<file path="src/rtl/ps2_pkg.sv">
// rtl/ps2_pkg.sv - shared constants, event layout and receive FSM states for the PS/2 receiver
package ps2_pkg;

  localparam logic [7:0] PS2_EXT_PREFIX = 8'hE0;
  localparam logic [7:0] PS2_BRK_PREFIX = 8'hF0;

  localparam int PS2_EVT_W   = 10;
  localparam int EVT_EXT     = 9;
  localparam int EVT_BRK     = 8;
  localparam int EVT_CODE_HI = 7;
  localparam int EVT_CODE_LO = 0;

  typedef enum logic [1:0] {
    IDLE,
    DATA,
    PARITY,
    STOP
  } rx_state_e;

endpackage

</file>
<file path="src/rtl/ps2_event_fifo.sv">
// rtl/ps2_event_fifo.sv - synchronous show-ahead FIFO; head entry visible whenever not empty
module ps2_event_fifo #(
  parameter int WIDTH = 10,
  parameter int DEPTH = 8
) (
  input  logic                       clk,
  input  logic                       resetn,
  input  logic                       push_i,
  input  logic [WIDTH-1:0]           push_data_i,
  input  logic                       pop_i,
  output logic [WIDTH-1:0]           rd_data_o,
  output logic                       full_o,
  output logic                       empty_o,
  output logic [$clog2(DEPTH):0]     count_o
);

  localparam int AW = $clog2(DEPTH);

  logic [WIDTH-1:0] mem_q [DEPTH];
  logic [AW-1:0]    wr_ptr_q, rd_ptr_q;
  logic [AW:0]      count_q;
  logic             do_push, do_pop;

  assign full_o  = (count_q == (AW+1)'(DEPTH));
  assign empty_o = (count_q == '0);
  assign count_o = count_q;
  // A pop frees the slot a full-FIFO push lands in, so both proceed together.
  assign do_pop  = pop_i && !empty_o;
  assign do_push = push_i && (!full_o || do_pop);

  assign rd_data_o = empty_o ? '0 : mem_q[rd_ptr_q];

  always_ff @(posedge clk) begin
    if (do_push) begin
      mem_q[wr_ptr_q] <= push_data_i;
    end
  end

  always_ff @(posedge clk) begin
    if (!resetn) begin
      wr_ptr_q <= '0;
      rd_ptr_q <= '0;
      count_q  <= '0;
    end else begin
      if (do_push) wr_ptr_q <= wr_ptr_q + 1'b1;
      if (do_pop)  rd_ptr_q <= rd_ptr_q + 1'b1;
      case ({do_push, do_pop})
        2'b10:   count_q <= count_q + 1'b1;
        2'b01:   count_q <= count_q - 1'b1;
        default: count_q <= count_q;
      endcase
    end
  end

endmodule

</file>
<file path="src/rtl/ps2_rx_fifo.sv">
// rtl/ps2_rx_fifo.sv - PS/2 keyboard receiver folding E0/F0 prefixes into buffered key events
module ps2_rx_fifo
  import ps2_pkg::*;
#(
  parameter int FIFO_DEPTH     = 8,
  parameter int SYNC_STAGES    = 3,
  parameter int TIMEOUT_CYCLES = 50000
) (
  input  logic                          clk,
  input  logic                          resetn,
  input  logic                          ps2_clk,
  input  logic                          ps2_data,
  output logic [PS2_EVT_W-1:0]          rd_data,
  output logic                          rd_valid,
  input  logic                          rd_ready,
  output logic [$clog2(FIFO_DEPTH):0]   fifo_count,
  output logic                          frame_err,
  output logic                          overflow,
  input  logic                          clr_overflow
);

  localparam int TW = $clog2(TIMEOUT_CYCLES);

  logic [SYNC_STAGES-1:0] sync_clk_q, sync_data_q;
  rx_state_e              state_q, state_d;
  logic [2:0]             bit_cnt_q, bit_cnt_d;
  logic [7:0]             shift_q, shift_d;
  logic                   start_q, start_d;
  logic                   parity_q, parity_d;
  logic [TW-1:0]          tmo_q, tmo_d;
  logic                   ext_pend_q, ext_pend_d;
  logic                   brk_pend_q, brk_pend_d;
  logic                   push_q, push_d;
  logic [PS2_EVT_W-1:0]   push_data_q, push_data_d;
  logic                   frame_err_q, frame_err_d;
  logic                   overflow_q, overflow_d;
  logic                   fall, data_bit, tmo_hit, frame_ok;
  logic                   fifo_full, fifo_empty;

  assign fall     = sync_clk_q[SYNC_STAGES-1] && !sync_clk_q[SYNC_STAGES-2];
  assign data_bit = sync_data_q[SYNC_STAGES-2];
  assign tmo_hit  = (state_q != IDLE) && (tmo_q == TW'(TIMEOUT_CYCLES - 1));
  assign frame_ok = !start_q && data_bit && (^{shift_q, parity_q});

  always_comb begin
    state_d     = state_q;
    bit_cnt_d   = bit_cnt_q;
    shift_d     = shift_q;
    start_d     = start_q;
    parity_d    = parity_q;
    ext_pend_d  = ext_pend_q;
    brk_pend_d  = brk_pend_q;
    push_d      = 1'b0;
    push_data_d = push_data_q;
    frame_err_d = 1'b0;
    tmo_d       = (state_q == IDLE) ? '0 : tmo_q + 1'b1;

    if (fall) begin
      tmo_d = '0;
      case (state_q)
        IDLE: begin
          if (!data_bit) begin
            start_d   = data_bit;
            bit_cnt_d = '0;
            state_d   = DATA;
          end
        end
        DATA: begin
          shift_d   = {data_bit, shift_q[7:1]};
          bit_cnt_d = bit_cnt_q + 1'b1;
          if (bit_cnt_q == 3'd7) state_d = PARITY;
        end
        PARITY: begin
          parity_d = data_bit;
          state_d  = STOP;
        end
        STOP: begin
          state_d = IDLE;
          if (!frame_ok) begin
            frame_err_d = 1'b1;
            ext_pend_d  = 1'b0;
            brk_pend_d  = 1'b0;
          end else if (shift_q == PS2_EXT_PREFIX) begin
            ext_pend_d = 1'b1;
          end else if (shift_q == PS2_BRK_PREFIX) begin
            brk_pend_d = 1'b1;
          end else begin
            push_d                               = 1'b1;
            push_data_d[EVT_EXT]                 = ext_pend_q;
            push_data_d[EVT_BRK]                 = brk_pend_q;
            push_data_d[EVT_CODE_HI:EVT_CODE_LO] = shift_q;
            ext_pend_d                           = 1'b0;
            brk_pend_d                           = 1'b0;
          end
        end
        default: state_d = IDLE;
      endcase
    end else if (tmo_hit) begin
      // A stalled partial frame is abandoned so the next start bit resynchronises.
      state_d     = IDLE;
      tmo_d       = '0;
      frame_err_d = 1'b1;
      ext_pend_d  = 1'b0;
      brk_pend_d  = 1'b0;
    end

    overflow_d = overflow_q;
    if (clr_overflow) overflow_d = 1'b0;
    if (push_q && fifo_full && !rd_ready) overflow_d = 1'b1;
  end

  always_ff @(posedge clk) begin
    if (!resetn) begin
      sync_clk_q  <= '1;
      sync_data_q <= '1;
      state_q     <= IDLE;
      bit_cnt_q   <= '0;
      shift_q     <= '0;
      start_q     <= 1'b0;
      parity_q    <= 1'b0;
      tmo_q       <= '0;
      ext_pend_q  <= 1'b0;
      brk_pend_q  <= 1'b0;
      push_q      <= 1'b0;
      push_data_q <= '0;
      frame_err_q <= 1'b0;
      overflow_q  <= 1'b0;
    end else begin
      sync_clk_q  <= {sync_clk_q[SYNC_STAGES-2:0], ps2_clk};
      sync_data_q <= {sync_data_q[SYNC_STAGES-2:0], ps2_data};
      state_q     <= state_d;
      bit_cnt_q   <= bit_cnt_d;
      shift_q     <= shift_d;
      start_q     <= start_d;
      parity_q    <= parity_d;
      tmo_q       <= tmo_d;
      ext_pend_q  <= ext_pend_d;
      brk_pend_q  <= brk_pend_d;
      push_q      <= push_d;
      push_data_q <= push_data_d;
      frame_err_q <= frame_err_d;
      overflow_q  <= overflow_d;
    end
  end

  ps2_event_fifo #(
    .WIDTH (PS2_EVT_W),
    .DEPTH (FIFO_DEPTH)
  ) u_fifo (
    .clk         (clk),
    .resetn      (resetn),
    .push_i      (push_q),
    .push_data_i (push_data_q),
    .pop_i       (rd_ready),
    .rd_data_o   (rd_data),
    .full_o      (fifo_full),
    .empty_o     (fifo_empty),
    .count_o     (fifo_count)
  );

  assign rd_valid  = !fifo_empty;
  assign frame_err = frame_err_q;
  assign overflow  = overflow_q;

endmodule

</file>
<file path="config.mk">
export PLATFORM = sky130hd
export DESIGN_NAME = ps2_rx_fifo
export DESIGN_NICKNAME = d
export VERILOG_FILES = /design/src/rtl/ps2_pkg.sv /design/src/rtl/ps2_event_fifo.sv /design/src/rtl/ps2_rx_fifo.sv
export SDC_FILE = /design/constraint.sdc
export NUM_CORES = 1
export LEC_CHECK = 0
export BUFFER_PORTS_ARGS = -buffer_cell sky130_fd_sc_hd__buf_2
export CAP_MARGIN = 20
export CORE_ASPECT_RATIO = 1.75
export CORE_MARGIN = 2
export CORE_UTILIZATION = 31
export DETAILED_ROUTE_END_ITERATION = 8
export GPL_TIMING_DRIVEN = 0
export PLACE_DENSITY_LB_ADDON = 0.05
export SETUP_SLACK_MARGIN = 0.5
export SLEW_MARGIN = 20
export SYNTH_ARGS = -nofsm -noshare
export SYNTH_HDL_FRONTEND = slang
export SYNTH_SLANG_ARGS = --single-unit
</file>
<file path="constraint.sdc">
create_clock -name clk -period 3.06 [get_ports clk]
set_input_delay 0.459 -clock clk [delete_from_list [all_inputs] [get_ports clk]]
set_output_delay 0.459 -clock clk [all_outputs]
set_load 0.01 [all_outputs]
</file>
# Word-level counts from Yosys, hierarchy flattened
# Memory sizes are Yosys's and may differ from the RTL's. A register that Yosys moved wholly into a read port is not among the register bits.
# Index checks and enable logic that the tools add are counted.
dict set report totals {
  ff_bits 60
  ram_bits 80
  input_bits 6
  out_inout_bits 17
  wordCells 105
  memories 1
}
# memory depth word_bits rd rd_clocked_by_memory_dff wr line_no
set mem_list {}
lappend mem_list {u_fifo.mem_q 8 10 1 1 1 ps2_event_fifo.sv:19} ;# logic [WIDTH-1:0] mem_q [DEPTH];
dict set report op_classes {
  addsub 6
  eq_ne 16
  muxes 31
  n_bitwise 6
  n_reduce_logical 29
}
# cell count
set ops {}
lappend ops {{$mux 1} 20}
lappend ops {{$add 16x1->16 const B} 1}
lappend ops {{$eq 16x16->1 const B} 1}
lappend ops {{$eq 8x8->1 const B} 2}
lappend ops {{$reduce_and 3->1} 4}
lappend ops {{$mux 10} 1}
lappend ops {{$reduce_bool 2->1} 5}
lappend ops {{$add 3x1->3 const B} 3}
lappend ops {{$mux 3} 3}
lappend ops {{$ne 3x3->1 const B} 3}
lappend ops {{$reduce_xor 9->1} 1}
lappend ops {{$mux 2} 4}
lappend ops {{$pmux 2 s4} 1}
lappend ops {{$pmux 4 s2} 1}
lappend ops {{$logic_and 1x1->1} 7}
lappend ops {{$eq 2x2->1 const B} 3}
lappend ops {{$not 1->1} 6}
lappend ops {{$pmux 3 s2} 1}
lappend ops {{$reduce_and 5->1} 1}
lappend ops {{$reduce_or 5->1} 1}
lappend ops {{$add 4x1->4 const B} 1}
lappend ops {{$eq 2x1->1 const B} 2}
lappend ops {{$eq 4x4->1 const B} 1}
lappend ops {{$logic_not 1->1} 4}
lappend ops {{other kinds (10)} 11}

# Depth between registers and ports, before layout
# Gate-level depths: netlist of run 1.
dict set report logic_depth {
  depth_word 7
  depth_mapped 11
}

# By module
# A second synthesis of run 1 with hierarchy kept.
dict set report unflattened {
  hier_cells 455
  hier_area_um2 5988.2
}
# mod instances cells_each area_each_um2
set by_module_without_submodules {}
lappend by_module_without_submodules {ps2_event_fifo 1 208 3769.9}
lappend by_module_without_submodules {ps2_rx_fifo 1 247 2218.4}

# Worst setup path before layout of run 1
# Ideal clock, no wire load.
dict set report synth_path {
  path_type {register to register}
  startpoint {register u_fifo.count_q[1] (netlist: u_fifo.count_o[1])}
  endpoint {register u_fifo.count_q[2] (netlist: u_fifo.count_o[2])}
  setup_time_ps 71
  t_arrival_ps 2344
  setup_slack_ps 646
  stages_incl_launch_ff 12
  path_buffers 1
  period_less_slack_ps 2414
  path_cell_list {dfxtp_1 > clkbuf_1 > nor3_1 > a31oi_1 > inv_1 > ha_1 > xor2_1 > ha_1 > a21oi_1 > xor2_1 > or3_1 > a21oi_1}
}
dict set report synth_between {
  elab_chain_cells 7
}
# item line_no
set synth_lines {}
lappend synth_lines {{from (decl)} ps2_event_fifo.sv:21} ;# logic [AW:0] count_q;
lappend synth_lines {{from (signal assigned)} ps2_event_fifo.sv:48} ;# 2'b10: count_q <= count_q + 1'b1;
lappend synth_lines {{from (signal assigned)} ps2_event_fifo.sv:49} ;# 2'b01: count_q <= count_q - 1'b1;
lappend synth_lines {{from (signal assigned)} ps2_event_fifo.sv:50} ;# default: count_q <= count_q;
lappend synth_lines {{$logic_not 4->1} ps2_event_fifo.sv:25} ;# assign empty_o = (count_q == '0);
lappend synth_lines {{$logic_not 1->1} ps2_event_fifo.sv:28} ;# assign do_pop = pop_i && !empty_o;
lappend synth_lines {{$logic_and 1x1->1} ps2_event_fifo.sv:28}
lappend synth_lines {{$logic_or 1x1->1} ps2_event_fifo.sv:29} ;# assign do_push = push_i && (!full_o || do_pop);
lappend synth_lines {{$logic_and 1x1->1} ps2_event_fifo.sv:29}
lappend synth_lines {{$eq 2x1->1 / $eq 2x2->1 (equally long branches)} ps2_event_fifo.sv:47} ;# case ({do_push, do_pop})
lappend synth_lines {{$pmux 4 s2 / $reduce_bool 2->1 (equally long branches)} --}
# Parallel ways exist; a longest one is shown, timed or not.
# A chain may end at the register's enable or synchronous reset.

==> results of run 1 <==
worst register-to-register path: cells and delay by family (launching register included):
kind | cells | cell delay (ns)
compound gates | 3 | 0.52
fa+ha+maj | 2 | 0.41
simple gates | 2 | 0.41
xor+xnor | 2 | 0.25
buf+inv | 1 | 0.13
flops | 1 | 0.55
registers in the layout, indices dropped and copies added, names as in the netlist, named ones only:
name,cells
sync_data_q,2
push_data_q,10
brk_pend_q,1
tmo_q,16
u_fifo.mem_q,80
u_fifo.wr_ptr_q,3
overflow,1
sync_clk_q,3
u_fifo.count_o,4
bit_cnt_q,3
frame_err,1
push_q,1
u_fifo.rd_ptr_q,3
shift_q,8
ext_pend_q,1
parity_q,1
state_q,2
cells in the mapped netlist (2+ instances only):
master / instances / area (µm²)
xor2_1: 13 / 113.9
o2111ai_1: 2 / 17.52
mux2i_1: 20 / 200.2
edfxtp_1: 80 / 2402
o21ai_1: 2 / 10.01
clkbuf_1: 10 / 37.54
mux4_2: 20 / 450.4
xnor3_1: 2 / 45.04
xnor2_1: 9 / 78.83
nor2_1: 53 / 198.9
buf_2: 5 / 25.02
a21oi_1: 19 / 95.09
dfxtp_1: 63 / 1261
and3_1: 4 / 25.02
nand2b_1: 13 / 81.33
nand2_1: 29 / 108.9
ha_1: 12 / 150.1
nand3_1: 21 / 105.1
nor3_1: 6 / 30.03
nor4bb_1: 4 / 40.04
nand4_1: 5 / 31.28
o21ai_0: 15 / 75.07
or3_1: 5 / 31.28
inv_1: 10 / 37.54
logic make-up (layout without fill, tap and decap cells):
family,after synthesis,after routing,synth area share
AOI/OAI and AO/OA,43,43,0.04057
xor gates and xnor gates,25,25,0.04486
adders and majority gates,12,12,0.02576
buffers and inverters,29,90,0.02125
DFF,143,143,0.6285
muxes,41,41,0.1140
and+or+nand+nor,150,150,0.1251
worst min path at each step:
stage                           to  cells past startpoint  slack, ns            from
finish              sync_data_q[0]                      2       0.23        ps2_data
global route        sync_data_q[0]                      2       0.21        ps2_data
CTS                 sync_data_q[0]                      2       0.20        ps2_data
detailed placement  sync_data_q[1]                      1       0.39  sync_data_q[0]
global placement    sync_data_q[1]                      1       0.40  sync_data_q[0]
floorplan            sync_clk_q[1]                      1       0.39   sync_clk_q[0]
power by group:
part / switching, mW / internal (mW) / total (mW)
sequential: 0.00190 / 2.01 / 2.01
clock: 0.826 / 1.30 / 2.12
combinational: 0.0208 / 0.00944 / 0.0302
total: 0.849 / 3.32 / 4.17
per-stage QoR:
stage / TNS, ns / utilization / hold slack [ns]
floorplan: 0 / - / 0.3863
global placement: -0.4739 / 0.3372 / 0.3957
detailed placement: 0 / 0.3423 / 0.3944
CTS: 0 / 0.3772 / 0.2043
global route: 0 / 0.3789 / 0.2141
finish: 0 / 0.3789 / 0.2265
timing repair:
action | in CTS | in global routing
pin swaps | 0 | 2
setup buffers | 0 | 1
gates resized for setup | 10 | 4
setup endpoints to repair | 33 | 2
metal layers:
layer / part of all wire / wire length [µm] / up-vias
met5: 0 / 0 / -
li1: - / - / 1721
met1: 0.39 / 4981 / 1741
met4: 0.018 / 226 / 0
met3: 0.022 / 283 / 14
met2: 0.57 / 7197 / 39
area by class of cell:
type,count,area [µm²]
Buffer,18,92.59
Clock buffer,18,429.2
Clock inverter,14,181.4
Fill cell,1839,11490
Inverter,11,41.29
Multi-Input combinational cell,271,2111
Sequential cell,143,3664
Tap cell,238,297.8
Timing Repair Buffer,29,192.7
==> results.sh, run 1 <==
export IMPL_status="finished clean"
export IMPL_crit_end="rd_data[3]"
export IMPL_post_place_ws_ns=0.1897
export IMPL_critPathLaunchType="flop"
export IMPL_clock_fmax_mhz=415.0
export IMPL_antenna_found_initial=0
export IMPL_grt_total_usage=0.1381
export IMPL_busiest_layer="met2"
export IMPL_hold_path_class="in -> reg"
export IMPL_post_route_period_util=0.7875
export IMPL_finalCriticalPeriod_ns=2.410
export IMPL_synthFlopType="edfxtp_1"
export IMPL_die_w_um=107.7
export IMPL_grtUsageMet2=0.2659
export IMPL_ys_warn_count=0
export IMPL_slew_viol_final=0
export IMPL_worstSkewPairLatency_ns=0.42
export IMPL_rrSetupSlack_ns=0.73
export IMPL_dr_pass1_iters=4
export IMPL_die_h_um=185.4
export IMPL_cpLargestDelayFamily="multiplexers"
export IMPL_area_growth_pct=20.24
export IMPL_grt_start_max_net_pins=17
export IMPL_placed_area_um2=6332
export IMPL_rows=66
export IMPL_seq_area_frac_synth=0.6285
export IMPL_die_area_um2=19960
export IMPL_path_class="reg -> out"
export IMPL_gr_total_overflow=0
export IMPL_syn_nets=461
export IMPL_syn_area_um2=5829
export IMPL_post_dp_hpwl_um=8724
export IMPL_grt_pass1_wl_um=20290
export IMPL_timing_final_ws_setup_ns=0.6502
export IMPL_ant_nets=0
export IMPL_hold_violations=0
export IMPL_syn_avg_cell_area_um2=13.16
export IMPL_hold_buffers=0
export IMPL_post_route_cell_area_um2=7009
export IMPL_r2r_start="u_fifo.count_o[0]"
export IMPL_drc_errors=0
export IMPL_final_cell_count_no_fill=742
export IMPL_worst_pin_slew_ns=0.9706
export IMPL_vdd_drop_max_uv=322.8
export IMPL_boundaryPins=23
export IMPL_core_um2=18500
export IMPL_cts_tree="built"
export IMPL_r2r_end="u_fifo.count_o[2]"
export IMPL_async_flop_share=0
export IMPL_power_density_nw_per_um2=594.4
export IMPL_path_buf_inv=2
export IMPL_worstPathRequired_ns=2.60
export IMPL_drv_cap=0
export IMPL_grt_met3_usage=0.02674
export IMPL_port_buffers=22
export IMPL_synth_edf_count=80
export IMPL_drt_iter0_drc=118
export IMPL_cp_depth=5
export IMPL_h_tree_depth=4
export IMPL_diodes=0
export IMPL_final_cell_mix="80 x edfxtp_1, 63 x dfxtp_1, 47 x nor2_1, 29 x nand2_1, 25 x buf_2"
export IMPL_slew_headroom=0.3530
export IMPL_cp_max_fo=10
export IMPL_viasPerCell=4.737
export IMPL_cts_sinks=143
export IMPL_cts_root_buf="clkbuf_16"
export IMPL_ff2ff_path_depth=10
export IMPL_grtUsageMet1=0.1418
export IMPL_crit_slowest_cell="mux4_2"
export IMPL_max_stage_delay_ns=0.55
export IMPL_cts_max_path_buffers=2
export IMPL_cts_made_buffers=17
export IMPL_path_clk_slew_ns=0.06
export IMPL_start_util=0.3151
export IMPL_num_vias=3515
export IMPL_grt_pass1_vias=3719
export IMPL_rsz0062_at_grt="false"
export IMPL_ys_ff_latch=143
export IMPL_synth_cells=443
export IMPL_totalWireLength_um=12690
export IMPL_path_cells="buf_4 > mux4_2 > mux2i_1 > nor2_1 > buf_2"
export IMPL_drive_gt1_frac=0.2063
export IMPL_critPathCaptureType="primary output"
export IMPL_yosys_cell_types_count=45
export IMPL_wl_per_cell_um=17.10
export IMPL_leakage_nw=2.438
export IMPL_setup_violations=0
export IMPL_critPathArrivalTime_ns=1.95
export IMPL_mostFrequentLayoutCell="edfxtp_1"
export IMPL_fin_skew_ns=0.008276
export IMPL_placed_cells=709
export IMPL_routabilityCongestion=0.6976
export IMPL_total_power_mw=4.166
export IMPL_nets=509
Note: power is estimated with default switching activity, not from simulation.
==> inputs of run 2 (changes only) <==
==> constraint.sdc (replaced) <==
create_clock -name clk -period 2.45 [get_ports clk]
set_input_delay 0.3675 -clock clk [delete_from_list [all_inputs] [get_ports clk]]
set_output_delay 0.3675 -clock clk [all_outputs]
set_load 0.01 [all_outputs]
==> run 2 against run 1 <==
Highest routed layer unchanged. Global-route usage is 0.17 points lower. First-iteration DRC count is 1.7% lower. Clock skew is 0.0010 ns higher. Routed wire length is 0.49% higher. Critical path depth stayed put.
==> results.sh, run 2 (synthesis results as in run 1) <==
export IMPL_status="finished clean"
export IMPL_path_clk_slew_ns=0.06
export IMPL_top_register="u_fifo.mem_q"
export IMPL_critPathLaunchType="flop"
export IMPL_h_tree_depth=4
export IMPL_placed_area_um2=6351
export IMPL_die_h_um=185.4
export IMPL_hold_violations=0
export IMPL_vdd_drop_max_uv=392.2
export IMPL_boundaryPins=23
export IMPL_rsz0062_at_grt="true"
export IMPL_cts_max_path_buffers=2
export IMPL_core_um2=18500
export IMPL_critPathArrivalTime_ns=1.84
export IMPL_wl_per_cell_um=16.91
export IMPL_ant_nets=0
export IMPL_die_w_um=107.7
export IMPL_viasPerCell=4.718
export IMPL_hold_path_class="in -> reg"
export IMPL_post_route_period_util=0.9029
export IMPL_largest_reg_flops=80
export IMPL_reg_largest_list="u_fifo.mem_q: 80 flops, tmo_q: 16 flops, push_data_q: 10 flops"
export IMPL_worstPathRequired_ns=2.08
export IMPL_port_buffers=22
export IMPL_diodes=0
export IMPL_drive_gt1_frac=0.2655
export IMPL_grt_pass1_vias=3692
export IMPL_rows=66
export IMPL_num_vias=3557
export IMPL_leakage_nw=2.539
export IMPL_dr_pass1_iters=5
export IMPL_antenna_found_initial=0
export IMPL_slew_viol_final=0
export IMPL_grt_total_usage=0.1365
export IMPL_die_area_um2=19960
export IMPL_area_growth_pct=27.00
export IMPL_post_route_cell_area_um2=7403
export IMPL_slew_headroom=0.6122
export IMPL_mostFrequentLayoutCell="edfxtp_1"
export IMPL_gr_total_overflow=0
export IMPL_finalCriticalPeriod_ns=2.212
export IMPL_drt_iter0_drc=116
export IMPL_power_density_nw_per_um2=712.1
export IMPL_drv_cap=0
export IMPL_cts_sinks=143
export IMPL_cts_root_buf="clkbuf_16"
export IMPL_worst_pin_slew_ns=0.5817
export IMPL_grt_pass1_wl_um=19930
export IMPL_cp_max_fo=10
export IMPL_fin_skew_ns=0.009294
export IMPL_cts_tree="built"
export IMPL_worstSkewPairLatency_ns=0.41
export IMPL_cts_made_buffers=17
export IMPL_totalWireLength_um=12750
export IMPL_nets=521
export IMPL_drc_errors=0
export IMPL_clock_fmax_mhz=452.1
export IMPL_tns_ns=0
export IMPL_hold_buffers=0
export IMPL_critPathCaptureType="primary output"
export IMPL_path_class="reg -> out"
export IMPL_post_dp_hpwl_um=8611
export IMPL_setup_violations=0
export IMPL_final_cell_mix="80 x edfxtp_1, 56 x dfxtp_1, 46 x nor2_1, 29 x nand2_1, 25 x buf_2"
export IMPL_start_util=0.3151
export IMPL_routabilityCongestion=0.7240
export IMPL_grt_start_max_net_pins=17
-- run 2: cell types whose count changed in the layout (fill, tap and decap cells not counted), sizes merged --
cell,change
clkinvlp,+2
inv,+5
clkbuf,-1
clkinv,-6
clkdlybuf4s15,+1
buf,+11
-- run 2: what timing repair did --
action                                  CTS  global route
gates resized for setup                  32            17
setup buffers                             7            10
pin swaps                                10            10
gates cloned                              1             1
endpoints found under the setup margin  109            85
-- run 2: path summary, 6_finish.rpt --
| check | slack [ns] | start | to | cells past startpoint |
|---|---|---|---|---|
| min | 0.12 | ps2_clk | sync_clk_q[0] | 2 |
| max reg2reg | 0.39 | u_fifo.count_o[1] | u_fifo.count_o[2] | 11 |
| min reg2reg | 0.41 | sync_data_q[0] | sync_data_q[1] | 1 |
| max | 0.24 | flop | rd_data[4] | 5 |
-- run 2: metal layers --
layer  track usage  up-vias  part of all wire
li1              -     1747                 -
met1        0.1382     1768              0.39
met2        0.2647       33              0.58
met3       0.03237        9             0.021
met4       0.04923        0             0.013
met5             0        -                 0
-- run 2: report_power, final --
part           switching, mW  internal, mW  leakage, nW
logic                 0.0278        0.0122        0.985
clock network           1.08          1.64        0.300
registers            0.00240          2.51         1.25
-- run 2: area by class of cell --
class	count	area [µm²]
Inverter	11	43.79
Timing Repair Buffer	41	375.4
Multi-Input combinational cell	271	2223
Sequential cell	143	3680
Clock inverter	15	197.7
Clock buffer	17	425.4
Tap cell	238	297.8
Buffer	18	160.2
Fill cell	1767	11090
-- run 2: worst max-delay path, cell delays in order, from the launching register on --
cell and delay [ns]:
dfxtp_4 0.40, buf_12 0.17, mux4_2 0.49, mux2i_1 0.15, nor2_1 0.08, buf_2 0.14
-- run 2: metrics by stage --
step	std cells	setup slack, ns	util	power [mW]	hold slack (ns)
2_1_floorplan	443	0.3635	-	2.589	0.3863
3_3_place_gp	703	-0.06086	0.3425	2.604	0.3923
3_5_place_dp	703	0.1571	0.3433	2.604	0.3979
4_1_cts	743	0.1878	0.3881	5.357	0.09867
5_1_grt	754	0.1431	0.4002	5.449	0.1075
6_report	754	0.2380	0.4002	5.272	0.1239
==> inputs of run 3 (changes only) <==
--- a/config.mk
+++ b/config.mk
@@ -5,7 +5,7 @@
 export SDC_FILE = /design/constraint.sdc
 export NUM_CORES = 1
 export LEC_CHECK = 0
-export BUFFER_PORTS_ARGS = -buffer_cell sky130_fd_sc_hd__buf_2
+export BUFFER_PORTS_ARGS = -buffer_cell sky130_fd_sc_hd__buf_4
 export CAP_MARGIN = 20
 export CORE_ASPECT_RATIO = 1.75
 export CORE_MARGIN = 2
==> run 3 against run 2 <==
Critical path depth unchanged. Count of clock-buffer cells in the layout stayed put. Register-to-register slack worse by 0.07 ns. Critical path type unchanged.
==> results.sh, run 3 (synthesis results as in run 1) <==
export IMPL_grt_pass1_vias=3619
export IMPL_h_tree_depth=4
export IMPL_drv_cap=0
export IMPL_cpLargestDelayFamily="multiplexers"
export IMPL_timing_final_ws_setup_ns=0.1950
export IMPL_path_clk_slew_ns=0.06
export IMPL_hold_buffers=0
export IMPL_vdd_drop_max_uv=386.5
export IMPL_cts_sinks=143
export IMPL_rows=66
export IMPL_core_um2=18500
export IMPL_num_vias=3583
export IMPL_mostFrequentLayoutCell="edfxtp_1"
export IMPL_boundaryPins=23
export IMPL_hold_violations=0
export IMPL_die_h_um=185.4
export IMPL_r2r_end="u_fifo.count_o[3]"
export IMPL_crit_slowest_cell="mux4_2"
export IMPL_status="finished clean"
export IMPL_r2r_start="u_fifo.count_o[1]"
export IMPL_leakage_nw=2.517
export IMPL_rrSetupSlack_ns=0.32
export IMPL_rsz0062_at_grt="true"
export IMPL_drc_errors=0
export IMPL_fin_skew_ns=0.01209
export IMPL_whs_path_depth=2
export IMPL_cts_tree="built"
export IMPL_finalCriticalPeriod_ns=2.255
export IMPL_path_class="reg -> out"
export IMPL_worst_pin_slew_ns=0.6148
export IMPL_cts_max_path_buffers=2
export IMPL_post_dp_hpwl_um=8675
export IMPL_power_density_nw_per_um2=678.8
export IMPL_wl_per_cell_um=17.40
export IMPL_critPathArrivalTime_ns=1.89
export IMPL_post_place_ws_ns=0.1137
export IMPL_viasPerCell=4.746
export IMPL_reg_largest_list="u_fifo.mem_q: 80 flops, tmo_q: 16 flops, push_data_q: 10 flops"
export IMPL_gr_total_overflow=0
export IMPL_clock_fmax_mhz=443.5
export IMPL_totalWireLength_um=13140
export IMPL_ff2ff_path_depth=11
export IMPL_cp_max_fo=5
export IMPL_port_buffers=22
export IMPL_slew_viol_final=0
export IMPL_diodes=0
export IMPL_path_buf_inv=2
export IMPL_dr_pass1_iters=4
export IMPL_area_growth_pct=27.15
export IMPL_critPathCaptureType="primary output"
export IMPL_routabilityCongestion=0.7281
export IMPL_critPathLaunchType="flop"
export IMPL_min_from="ps2_clk"
export IMPL_die_w_um=107.7
export IMPL_worstSkewPairLatency_ns=0.41
export IMPL_cts_root_buf="clkbuf_16"
export IMPL_setup_violations=0
export IMPL_cts_made_buffers=17
export IMPL_whs_endpoint="sync_clk_q[0]"
export IMPL_nets=523
export IMPL_start_util=0.3151
export IMPL_grt_pass1_wl_um=20210
export IMPL_drt_iter0_drc=145
export IMPL_largest_reg_flops=80
export IMPL_grt_start_max_net_pins=17
export IMPL_post_route_period_util=0.9204
export IMPL_path_cells="buf_12 > mux4_2 > mux2i_2 > nor2_1 > buf_4"
export IMPL_max_stage_delay_ns=0.51
export IMPL_ant_nets=0
export IMPL_antenna_found_initial=0
export IMPL_hold_path_class="in -> reg"
export IMPL_drive_gt1_frac=0.2689
export IMPL_top_register="u_fifo.mem_q"
export IMPL_die_area_um2=19960
export IMPL_tns_ns=0
export IMPL_worstPathRequired_ns=2.08
export IMPL_slew_headroom=0.5901
export IMPL_grt_total_usage=0.1387
export IMPL_final_cell_mix="80 x edfxtp_1, 56 x dfxtp_1, 46 x nor2_1, 33 x buf_4, 28 x nand2_1"
==> run 3: metrics by stage <==
stage	instance area, µm²	power (mW)	hold WS [ns]	utilization	instances
detailed placement	6406	2.607	0.3936	0.3463	703
floorplan	5928	2.589	0.3863	-	443
global route	7412	5.224	0.1158	0.4007	755
CTS	7189	5.119	0.1130	0.3887	744
finish	7412	5.031	0.1352	0.4007	755
global placement	6391	2.607	0.3927	0.3455	703
==> run 3: worst max path at each step <==
stage,start,to,slack [ns],cells after the start
finish,flop,rd_data[4],0.19,5
global route,flop,rd_data[4],0.13,5
CTS,flop,rd_data[4],0.18,5
detailed placement,rd_ready,u_fifo.mem_q[0][0],0.11,5
global placement,rd_ready,u_fifo.mem_q[4][0],-0.009,5
floorplan,u_fifo.count_o[1],u_fifo.count_o[2],0.36,11
==> run 3: where the power goes <==
part | total (mW) | internal [mW] | leakage, nW | switching (mW)
Clock | 2.48 | 1.49 | 0.257 | 0.992
Sequential | 2.51 | 2.51 | 1.25 | 0.00231
Combinational | 0.0424 | 0.0143 | 1.01 | 0.0281
Total | 5.03 | 4.01 | 2.52 | 1.02
==> run 3: final cells by class <==
cell class,instances,area (µm²)
Clock inverter,14,142.6
Buffer,18,157.7
Clock buffer,17,425.4
Multi-Input combinational cell,271,2223
Timing Repair Buffer,43,444.2
Tap cell,238,297.8
Sequential cell,143,3680
Inverter,11,41.29
Fill cell,1808,11090
==> run 3: worst register-to-register path, stage by stage, from the launching register on <==
cell and delay [ns]:
dfxtp_2 0.33, clkbuf_8 0.16, nor3_4 0.05, a31oi_4 0.20, inv_2 0.08, buf_4 0.14, ha_4 0.17, nor4bb_1 0.25
a21oi_1 0.07, o21a_1 0.18, or3_1 0.30, a21oi_1 0.13
==> run 3: layer usage <==
layer / wire (µm) / track usage / vias to the layer above
met2: 7629 / 0.2564 / 41
met3: 224 / 0.02956 / 10
met1: 5083 / 0.1511 / 1779
met4: 199 / 0.05641 / 0
met5: 0 / 0 / -
li1: - / - / 1753
==> run 3: what timing repair did <==
action | CTS | global route
setup buffers | 10 | 8
setup endpoints to repair | 108 | 106
gates cloned | 0 | 3
gates resized for setup | 29 | 17
pin swaps | 6 | 13
